===== config.mk =====
export PLATFORM = sky130hd
export DESIGN_NAME = board_eval
export DESIGN_NICKNAME = d
export VERILOG_FILES = /design/src/rtl/board_eval.sv
export SDC_FILE = /design/constraint.sdc
export NUM_CORES = 1
export LEC_CHECK = 0
export ABC_AREA = 0
export BUFFER_PORTS_ARGS = -buffer_cell sky130_fd_sc_hd__buf_2
export CAP_MARGIN = 20
export CORE_MARGIN = 8
export CORE_UTILIZATION = 55
export CTS_CLUSTER_DIAMETER = 60
export DETAILED_ROUTE_END_ITERATION = 8
export GPL_TIMING_DRIVEN = 0
export PLACE_DENSITY = 0.83
export SYNTH_ARGS = -nofsm -noshare
export SYNTH_HDL_FRONTEND = slang
export SYNTH_SLANG_ARGS = --single-unit

===== constraint.sdc =====
create_clock -name clk -period 11.5 [get_ports clk]
set_clock_uncertainty 0.1 [all_clocks]
set_input_delay 0.575 -clock clk [delete_from_list [all_inputs] [get_ports clk]]
set_output_delay 0.575 -clock clk [all_outputs]
set_load 0.01 [all_outputs]

===== src/rtl/board_eval.sv =====
// board_eval: scores N contiguous 64-square candidate boards fetched from
// SDRAM and reports the best one for the configured side.
// Optional feature: define BOARD_EVAL_CENTRE_EN to add a +/-1 bonus for any
// piece standing on one of the four centre squares (offsets 27, 28, 35, 36).
//
// Handshakes: the CPU port is a wait-state slave. A command is taken on
// a clock edge where a strobe is high and slave_waitrequest is 0. The SDRAM
// port is a pipelined master with one read outstanding. A request is taken
// on an edge where master_read=1 and master_waitrequest=0. Address and
// strobe are held until then. Data is accepted on any edge where
// master_readdatavalid=1, but only in RD_WAIT.
module board_eval (
  input  logic        clk,
  input  logic        rst_n,
  output logic        slave_waitrequest,
  input  logic [3:0]  slave_address,
  input  logic        slave_read,
  input  logic        slave_write,
  input  logic [31:0] slave_writedata,
  output logic [31:0] slave_readdata,
  input  logic        master_waitrequest,
  output logic [31:0] master_address,
  output logic        master_read,
  input  logic [31:0] master_readdata,
  input  logic        master_readdatavalid,
  output logic [2:0]  o_dbg_state
);

  typedef enum logic [2:0] {
    S_IDLE    = 3'd0,
    S_RD_REQ  = 3'd1,
    S_RD_WAIT = 3'd2,
    S_CMP     = 3'd3,
    S_DONE    = 3'd4
  } state_t;

  state_t             r_state;
  state_t             w_next;

  logic [31:0]        r_src;
  logic [7:0]         r_n;
  logic               r_side;       // 1 = black (minimise), 0 = white (maximise)
  logic [7:0]         r_b;          // current board index == boards evaluated so far
  logic [5:0]         r_s;          // current square
  logic signed [15:0] r_acc;
  logic [31:0]        r_best_idx;
  logic signed [15:0] r_best_score;

  logic               w_start;
  logic               w_last_board;
  logic               w_better;
  logic [13:0]        w_word_idx;
  logic [7:0]         w_sq;
  logic [7:0]         w_mag;
  logic [15:0]        w_piece;
  logic signed [15:0] w_sq_score;
  logic               w_unused;

  assign w_start      = slave_write && (slave_address == 4'd0);
  assign w_last_board = ({1'b0, r_b} + 9'd1) == {1'b0, r_n};
  assign w_better     = r_side ? (r_acc < r_best_score) : (r_acc > r_best_score);
  assign w_word_idx   = {r_b, r_s};
  assign w_unused     = ^master_readdata[31:8];
  assign o_dbg_state  = r_state;

  // Square decode: signed byte, magnitude picks the piece value.
  assign w_sq  = master_readdata[7:0];
  assign w_mag = w_sq[7] ? (8'd0 - w_sq) : w_sq;

  // Piece value lookup; magnitudes outside 1..6 (including -128) are worth 0.
  always_comb begin
    w_piece = 16'd0;
    case (w_mag)
      8'd1:    w_piece = 16'd1;
      8'd2:    w_piece = 16'd3;
      8'd3:    w_piece = 16'd3;
      8'd4:    w_piece = 16'd5;
      8'd5:    w_piece = 16'd9;
      8'd6:    w_piece = 16'd100;
      default: w_piece = 16'd0;
    endcase
  end

  // Signed contribution of the incoming square, with optional centre bonus.
  always_comb begin
    w_sq_score = w_sq[7] ? $signed(16'd0 - w_piece) : $signed(w_piece);
`ifdef BOARD_EVAL_CENTRE_EN
    if ((w_sq != 8'd0) &&
        (r_s == 6'd27 || r_s == 6'd28 || r_s == 6'd35 || r_s == 6'd36))
      w_sq_score = w_sq_score + (w_sq[7] ? -16'sd1 : 16'sd1);
`endif
  end

  // State register.
  always_ff @(posedge clk) begin
    if (!rst_n) r_state <= S_IDLE;
    else        r_state <= w_next;
  end

  // Next-state decode and handshake outputs.
  always_comb begin
    w_next            = r_state;
    slave_waitrequest = 1'b1;
    master_read       = 1'b0;
    case (r_state)
      S_IDLE: begin
        slave_waitrequest = 1'b0;
        if (w_start) w_next = (r_n == 8'd0) ? S_DONE : S_RD_REQ;
      end
      S_RD_REQ: begin
        master_read = 1'b1;
        if (!master_waitrequest) w_next = S_RD_WAIT;
      end
      S_RD_WAIT: begin
        if (master_readdatavalid) w_next = (r_s == 6'd63) ? S_CMP : S_RD_REQ;
      end
      S_CMP: begin
        w_next = w_last_board ? S_DONE : S_RD_REQ;
      end
      S_DONE: begin
        slave_waitrequest = 1'b0;
        if (slave_read && slave_address == 4'd0) w_next = S_IDLE;
      end
      default: w_next = S_IDLE;
    endcase
    if (!rst_n) slave_waitrequest = 1'b1;
  end

  // SDRAM word address; byte offset (b*64+s)*4 wraps modulo 2^32.
  always_comb begin
    master_address = 32'd0;
    if (r_state == S_RD_REQ) master_address = r_src + {16'd0, w_word_idx, 2'b00};
  end

  // Configuration registers, scoring accumulator and best-board tracking.
  always_ff @(posedge clk) begin
    if (!rst_n) begin
      r_src        <= 32'd0;
      r_n          <= 8'd0;
      r_side       <= 1'b0;
      r_b          <= 8'd0;
      r_s          <= 6'd0;
      r_acc        <= 16'sd0;
      r_best_idx   <= 32'hFFFF_FFFF;
      r_best_score <= 16'sd0;
    end else begin
      case (r_state)
        S_IDLE: begin
          if (slave_write) begin
            case (slave_address)
              4'd0: begin
                r_acc        <= 16'sd0;
                r_b          <= 8'd0;
                r_s          <= 6'd0;
                r_best_idx   <= 32'hFFFF_FFFF;
                r_best_score <= r_side ? 16'sh7FFF : 16'sh8000;
              end
              4'd1:    r_src  <= slave_writedata;
              4'd2:    r_n    <= slave_writedata[7:0];
              4'd3:    r_side <= slave_writedata[31];
              default: ;
            endcase
          end
        end
        S_RD_WAIT: begin
          if (master_readdatavalid) begin
            r_acc <= r_acc + w_sq_score;
            r_s   <= r_s + 6'd1;       // wraps to 0 after the last square
          end
        end
        S_CMP: begin
          // Strict comparison: ties keep the earlier board.
          if (w_better) begin
            r_best_score <= r_acc;
            r_best_idx   <= {24'd0, r_b};
          end
          r_b   <= r_b + 8'd1;
          r_acc <= 16'sd0;
        end
        default: ;
      endcase
    end
  end

  // CPU readback, valid in every state.
  always_comb begin
    slave_readdata = 32'd0;
    case (slave_address)
      4'd0:    slave_readdata = r_best_idx;
      4'd1:    slave_readdata = {{16{r_best_score[15]}}, r_best_score};
      4'd2:    slave_readdata = {24'd0, r_b};
      default: slave_readdata = 32'd0;
    endcase
  end

endmodule

==> results of run 1 <==
==> power by group through the flow <==
stage	Sequential [mW]	Clock, mW	Combinational, mW
floorplan	0.391	0	0.282
global placement	0.394	0	0.353
detailed placement	0.396	0	0.364
CTS	0.388	0.296	0.368
global route	0.392	0.313	0.406
finish	0.388	0.294	0.373
==> area by class of cell <==
class / instances / area [µm²] / area share
inverters: 38 / 142.6 / 0.01705
clock inverters: 6 / 47.55 / 0.005682
flip-flops and latches: 99 / 1982 / 0.2368
repair buffers: 115 / 575.6 / 0.06878
clock buffers: 10 / 239.0 / 0.02856
well taps: 176 / 220.2 / 0.02632
plain buffers: 61 / 321.6 / 0.03843
multi-input cells: 747 / 4840 / 0.5783
==> kinds of logic after synthesis <==
kind of cell / count (synthesis) / synth area share
xor+xnor: 56 / 0.06732
flops: 99 / 0.2720
simple gates: 387 / 0.2528
mux: 15 / 0.02112
compound gates: 233 / 0.2248
fa+ha+maj: 56 / 0.09823
buf+inv: 99 / 0.06371
==> routing by layer <==
layer,part of all wire,wire length [µm],vias to the layer above
li1,-,-,3531
met1,0.45,8783,3251
met2,0.46,9015,217
met3,0.068,1336,24
met4,0.021,403,0
met5,0,0,-
==> cell usage in the layout (no fill, tap or decap), types with 6 or more instances in the layout <==
cell       synthesis  routed
nand3_1           33      33
buf_4             17      17
a21oi_1           29      29
inv_1             37      37
ha_1              54      54
clkbuf_16          0       9
and2_1            33      33
nand4_1           11      11
nor2_1            76      76
clkbuf_1          39      39
nand2_1          161     161
o31ai_1            6       6
a21o_1            22      22
xor2_1            34      34
o21ai_0           54      54
buf_2              2     117
and3_1            10      10
a21boi_0          42      42
xnor2_1           22      22
mux2i_1           14      14
a22oi_1           17      17
o311a_1           13      13
nor2b_1           27      27
dfxtp_1           99      99
==> worst paths after layout <==
check                                         start               to  cells past startpoint
worst max-delay path             master_readdata[0]        r_acc[15]                     19
worst min register to register       r_best_idx[30]   r_best_idx[30]                      1
worst max register to register      r_best_score[1]  r_best_score[6]                     11
worst min-delay path            slave_writedata[11]        r_src[11]                      3
==> stage by stage <==
step                      hold WS (ns)  setup WS [ns]    util  total power [mW]
after global routing            0.3689          6.555  0.6395             1.111
final                           0.3623          6.856  0.6395             1.055
after global placement          0.3334          6.608  0.6176            0.7477
after detailed placement        0.3461          6.562  0.6176            0.7597
after floorplan                 0.3264          7.067       -            0.6729
after CTS                       0.3615          6.887  0.6395             1.051
==> critical path, delay by kind of cell <==
kind            cells  cell delay (ns)
compound gates      6             1.42
simple gates        5             0.99
mux                 1             0.13
fa+ha+maj           4             1.12
xor+xnor            1             0.16
buf+inv             2             0.40
==> flip-flops by register name, summed over array words and instances, names as in the netlist <==
register / count
r_best_idx: 9
r_n: 8
r_b: 8
o_dbg_state: 3
r_src: 32
r_best_score: 16
r_acc: 16
r_side: 1
r_s: 6
==> flow_summary.ini, run 1 <==
[setup_path]
cp_data_arrival_time_ns = 4.79
cpMostUsedCell = ha_1
rrSetupSlack_ns = 8.57
worst_setup_path_start_kind = primary input
path_max_fanout = 8
slowest_stage = ha_1
cp.required_ns = 11.65
crit_chain = clkbuf_1 -> inv_1 -> ha_1 -> nor3b_1 -> mux2i_1 -> o21ai_0 -> nand3_1 -> and2_1 -> ha_1 -> and3_1 -> ha_1 -> a21o_1 -> ha_1 -> a21o_1 -> a22o_1 -> a41o_1 -> xor2_1 -> nor3b_1 -> a21o_1
crit_type = primary input to flop
endpoint_kind = flop
slowest_delay_ns = 0.34

[synth]
synth_edf_count = 0
yosysUniqueCellTypes = 70
postSynthRegisterBits = 99
synth_top_area_share = 0.2720
synth.most_common_cell = nand2_1
synth_area_leaders = dfxtp_1, ha_1, nand2_1, a21boi_0, xor2_1
synth.net_count = 1075
synth-async-reset-ratio = 0
synth.largest_area_cell = dfxtp_1
synth-seq-area-share = 0.2720
syn_area_um2 = 7286
netlist_instances = 945
synth_warnings = 0
synthTopCellsByCount = nand2_1, dfxtp_1, nor2_1, ha_1, o21ai_0
avgSynthCellArea_um2 = 7.710
synth_flop_cell = dfxtp_1

[final_layout]
diodes = 0
area_growth_pct = 14.85
finalNetCount = 1201
fin_area_um2 = 8368
drive_gt1_frac = 0.1552
final_cells = 1252
fill_cells = 1142

[floorplanning]
die_area_um2 = 17190
initial_core_util = 0.5568
coreArea_um2 = 13090
io_pins = 143
rows = 42
die-height_um = 131.1
die_w_um = 131.1

[hold_path]
hold_class = primary input to flop

[timing]
hold_viol_final = 0
max_freq_ghz = 0.2153
setup-tns-final_ns = 0
min_period_over_period = 0.4038
setup_violations = 0
fin_crit_ns = 4.644
rsz0062_at_grt = false
final-max-slew-violation-count = 0
tightest_slew_ns = 1.084
slew_headroom = 0.2710

[drt]
via_count = 7023
dr.pass1.iters = 5
wire_per_inst_um = 15.61
dr.first_iter.drc_count = 579
drc = 0
via_per_inst = 5.609
drtAntennaViolNets = 0
wl_um = 19540

[pwr]
netSwitchingPower_mw = 0.3647
clockPowerShare = 0.278
swShare = 0.3456
max-vdd-ir-drop_mv = 0.07257
power_frac_seq = 0.368
p_int_mw = 0.6905
pwr-share-comb = 0.354
p_per_area_nw_per_um2 = 126.1
power_leakage_nw = 3.842

[place]
place_inst = 1236
hpwl_um = 15410
io_buffer_count = 115
gp_congestion = 0.8817
placed_area_um2 = 8082

[outcome]
status = complete, no violations

[grt]
grt.busiest_layer = met2
grt_max_degree = 18
grt_usage = 0.2298
grt_overflow = 0
grt_pass1_vias = 6558
grt_pass1_wl_um = 31720
grt_use_met3 = 0.03560
globalRouteMet2Util = 0.3739
antenna_found_initial = 0
grt_use_met1 = 0.3006

[clock_network]
cts.sinks = 99
htreeDepth = 3
cts_resized = 0
worstSkewPairLatency_ns = 0.35
postCtsHoldBufs = 0
cts_tree = yes
clk_pin_slew_worst_paths_ns = 0.07
cts_setup_buffers = 0
cts_buffers = 9
clk_path_buf_depth = 2
cts-root-buf = clkbuf_16

[run]
cap_violations = 0
No activity file was read; power rests on OpenSTA's default activity.
==> inputs of run 2 (changes only) <==
clock period = 4.5 ns   (was 11.5 ns; I/O delays follow)
==> run 2 against run 1 <==
Effect of this change: global-route usage did not move; register-to-register slack worse by 7.0 ns; combinational power grew to 2.6 times the previous value; via count did not move; clock power rose to 2.6 times the previous value; sequential cell count unchanged; final cell count is the same; largest cell class unchanged; largest power group unchanged.
==> flow_summary.ini, run 2 (same netlist as run 1, synthesis figures left out) <==
[pwr]
max-vdd-ir-drop_mv = 0.1855
p_int_mw = 1.765
clockPowerShare = 0.278
pwr-share-comb = 0.354
power_frac_seq = 0.368
power_leakage_nw = 3.842
swShare = 0.3456
netSwitchingPower_mw = 0.9320
p_per_area_nw_per_um2 = 322.3

[timing]
rsz0062_at_grt = false
fin_crit_ns = 4.184
hold_viol_final = 0
setup_ws_ns = 0.3163
hold_slack_ns = 0.01228
tightest_slew_ns = 1.084
slew_headroom = 0.2710
min_period_over_period = 0.9297
setup_violations = 0
max_freq_ghz = 0.2390
final-max-slew-violation-count = 0

[final_layout]
largestRegisters = r_src: 32 flops, r_acc: 16 flops, r_best_score: 16 flops
fill_cells = 1142
mostFrequentLayoutCells = nand2_1, buf_2, dfxtp_1
final_common_cell = nand2_1
drive_gt1_frac = 0.1552
final_cells = 1252
largest_register = r_src
finalNetCount = 1201
diodes = 0
largest_reg_flops = 32
area_growth_pct = 14.85

[clock_network]
worstSkewPairLatency_ns = 0.35
clk_path_buf_depth = 2
clk_pin_slew_worst_paths_ns = 0.07
cts.sinks = 99
cts_setup_buffers = 0
cts_buffers = 9
cts-root-buf = clkbuf_16
cts_tree = yes
cts_resized = 0
htreeDepth = 3
postCtsHoldBufs = 0

[place]
io_buffer_count = 115
gp_congestion = 0.8817
pre_cts_slack_ns = -0.08796
place_inst = 1236
hpwl_um = 15410

[grt]
grt_pass1_wl_um = 31720
grt_usage = 0.2298
grt_max_degree = 18
grt_pass1_vias = 6558
antenna_found_initial = 0
grt_overflow = 0

[setup_path]
slowest_stage = ha_1
cp.required_ns = 4.65
cp_top_family = compound AO/OA/AOI/OAI gates
crit_chain = clkbuf_1 -> inv_1 -> ha_1 -> nor3b_1 -> mux2i_1 -> o21ai_1 -> nand3_1 -> and2_1 -> ha_1 -> and3_1 -> ha_1 -> a21o_1 -> ha_1 -> a21o_1 -> a22o_1 -> a41o_1 -> xor2_1 -> nor3b_1 -> a21o_1
crit_type = primary input to flop
worst_setup_path_start_kind = primary input
cpMostUsedCell = ha_1
slowest_delay_ns = 0.34
path_max_fanout = 8
crit_buf_inv = 2
endpoint_kind = flop
cp_data_arrival_time_ns = 4.33

[floorplanning]
coreArea_um2 = 13090
rows = 42
initial_core_util = 0.5568
die_w_um = 131.1
die-height_um = 131.1
io_pins = 143
die_area_um2 = 17190

[drt]
via_count = 7023
wire_per_inst_um = 15.61
drtAntennaViolNets = 0
via_per_inst = 5.609
wl_um = 19540
drc = 0
dr.first_iter.drc_count = 579
dr.pass1.iters = 5

[hold_path]
hold_class = primary input to flop

[run]
cap_violations = 0

[outcome]
status = complete, no violations
==> run 2: final timing paths <==
path                                     startpoint               to  slack [ns]  cells after the start
worst max-delay path             master_readdata[0]        r_acc[15]        0.32                     19
worst min-delay path            slave_writedata[11]        r_src[11]        0.01                      3
worst max register to register      r_best_score[1]  r_best_score[6]        1.57                     11
worst min register to register       r_best_idx[30]   r_best_idx[30]        0.36                      1
==> run 2: area by class of cell <==
| class | instances | area, µm² | share of cell area |
|---|---|---|---|
| Buffer | 61 | 321.6 | 0.03843 |
| Inverter | 38 | 142.6 | 0.01705 |
| Multi-Input combinational cell | 747 | 4840 | 0.5783 |
| Clock inverter | 6 | 47.55 | 0.005682 |
| Timing Repair Buffer | 115 | 575.6 | 0.06878 |
| Sequential cell | 99 | 1982 | 0.2368 |
| Tap cell | 176 | 220.2 | 0.02632 |
| Clock buffer | 10 | 239.0 | 0.02856 |
==> run 2: worst min-delay path, cell delays in order <==
cell and delay [ns]:
buf_2 0.09, nand2_1 0.04, a21boi_0 0.06
==> run 2: metrics by stage <==
step                      total power, mW  cell area (µm²)  TNS [ns]    util
after floorplan                     1.720             7286         0       -
after CTS                           2.687             8368         0  0.6395
after global placement              1.911             8082  -0.05415  0.6176
final                               2.697             8368         0  0.6395
after detailed placement            1.941             8082   -0.1348  0.6176
after global routing                2.840             8368         0  0.6395
==> run 2: per-layer routing <==
metal / vias up / global-route usage / share of wire
met5: - / 0 / 0
met4: 0 / 0.08575 / 0.021
met3: 24 / 0.03560 / 0.068
met2: 217 / 0.3739 / 0.46
met1: 3251 / 0.3006 / 0.45
li1: 3531 / - / -
==> run 2: power groups by stage <==
stage	clock, mW	combinational (mW)	sequential, mW
floorplan	0	0.721	0.998
global placement	0	0.903	1.01
detailed placement	0	0.931	1.01
CTS	0.756	0.939	0.991
global route	0.800	1.04	1.00
finish	0.751	0.954	0.992
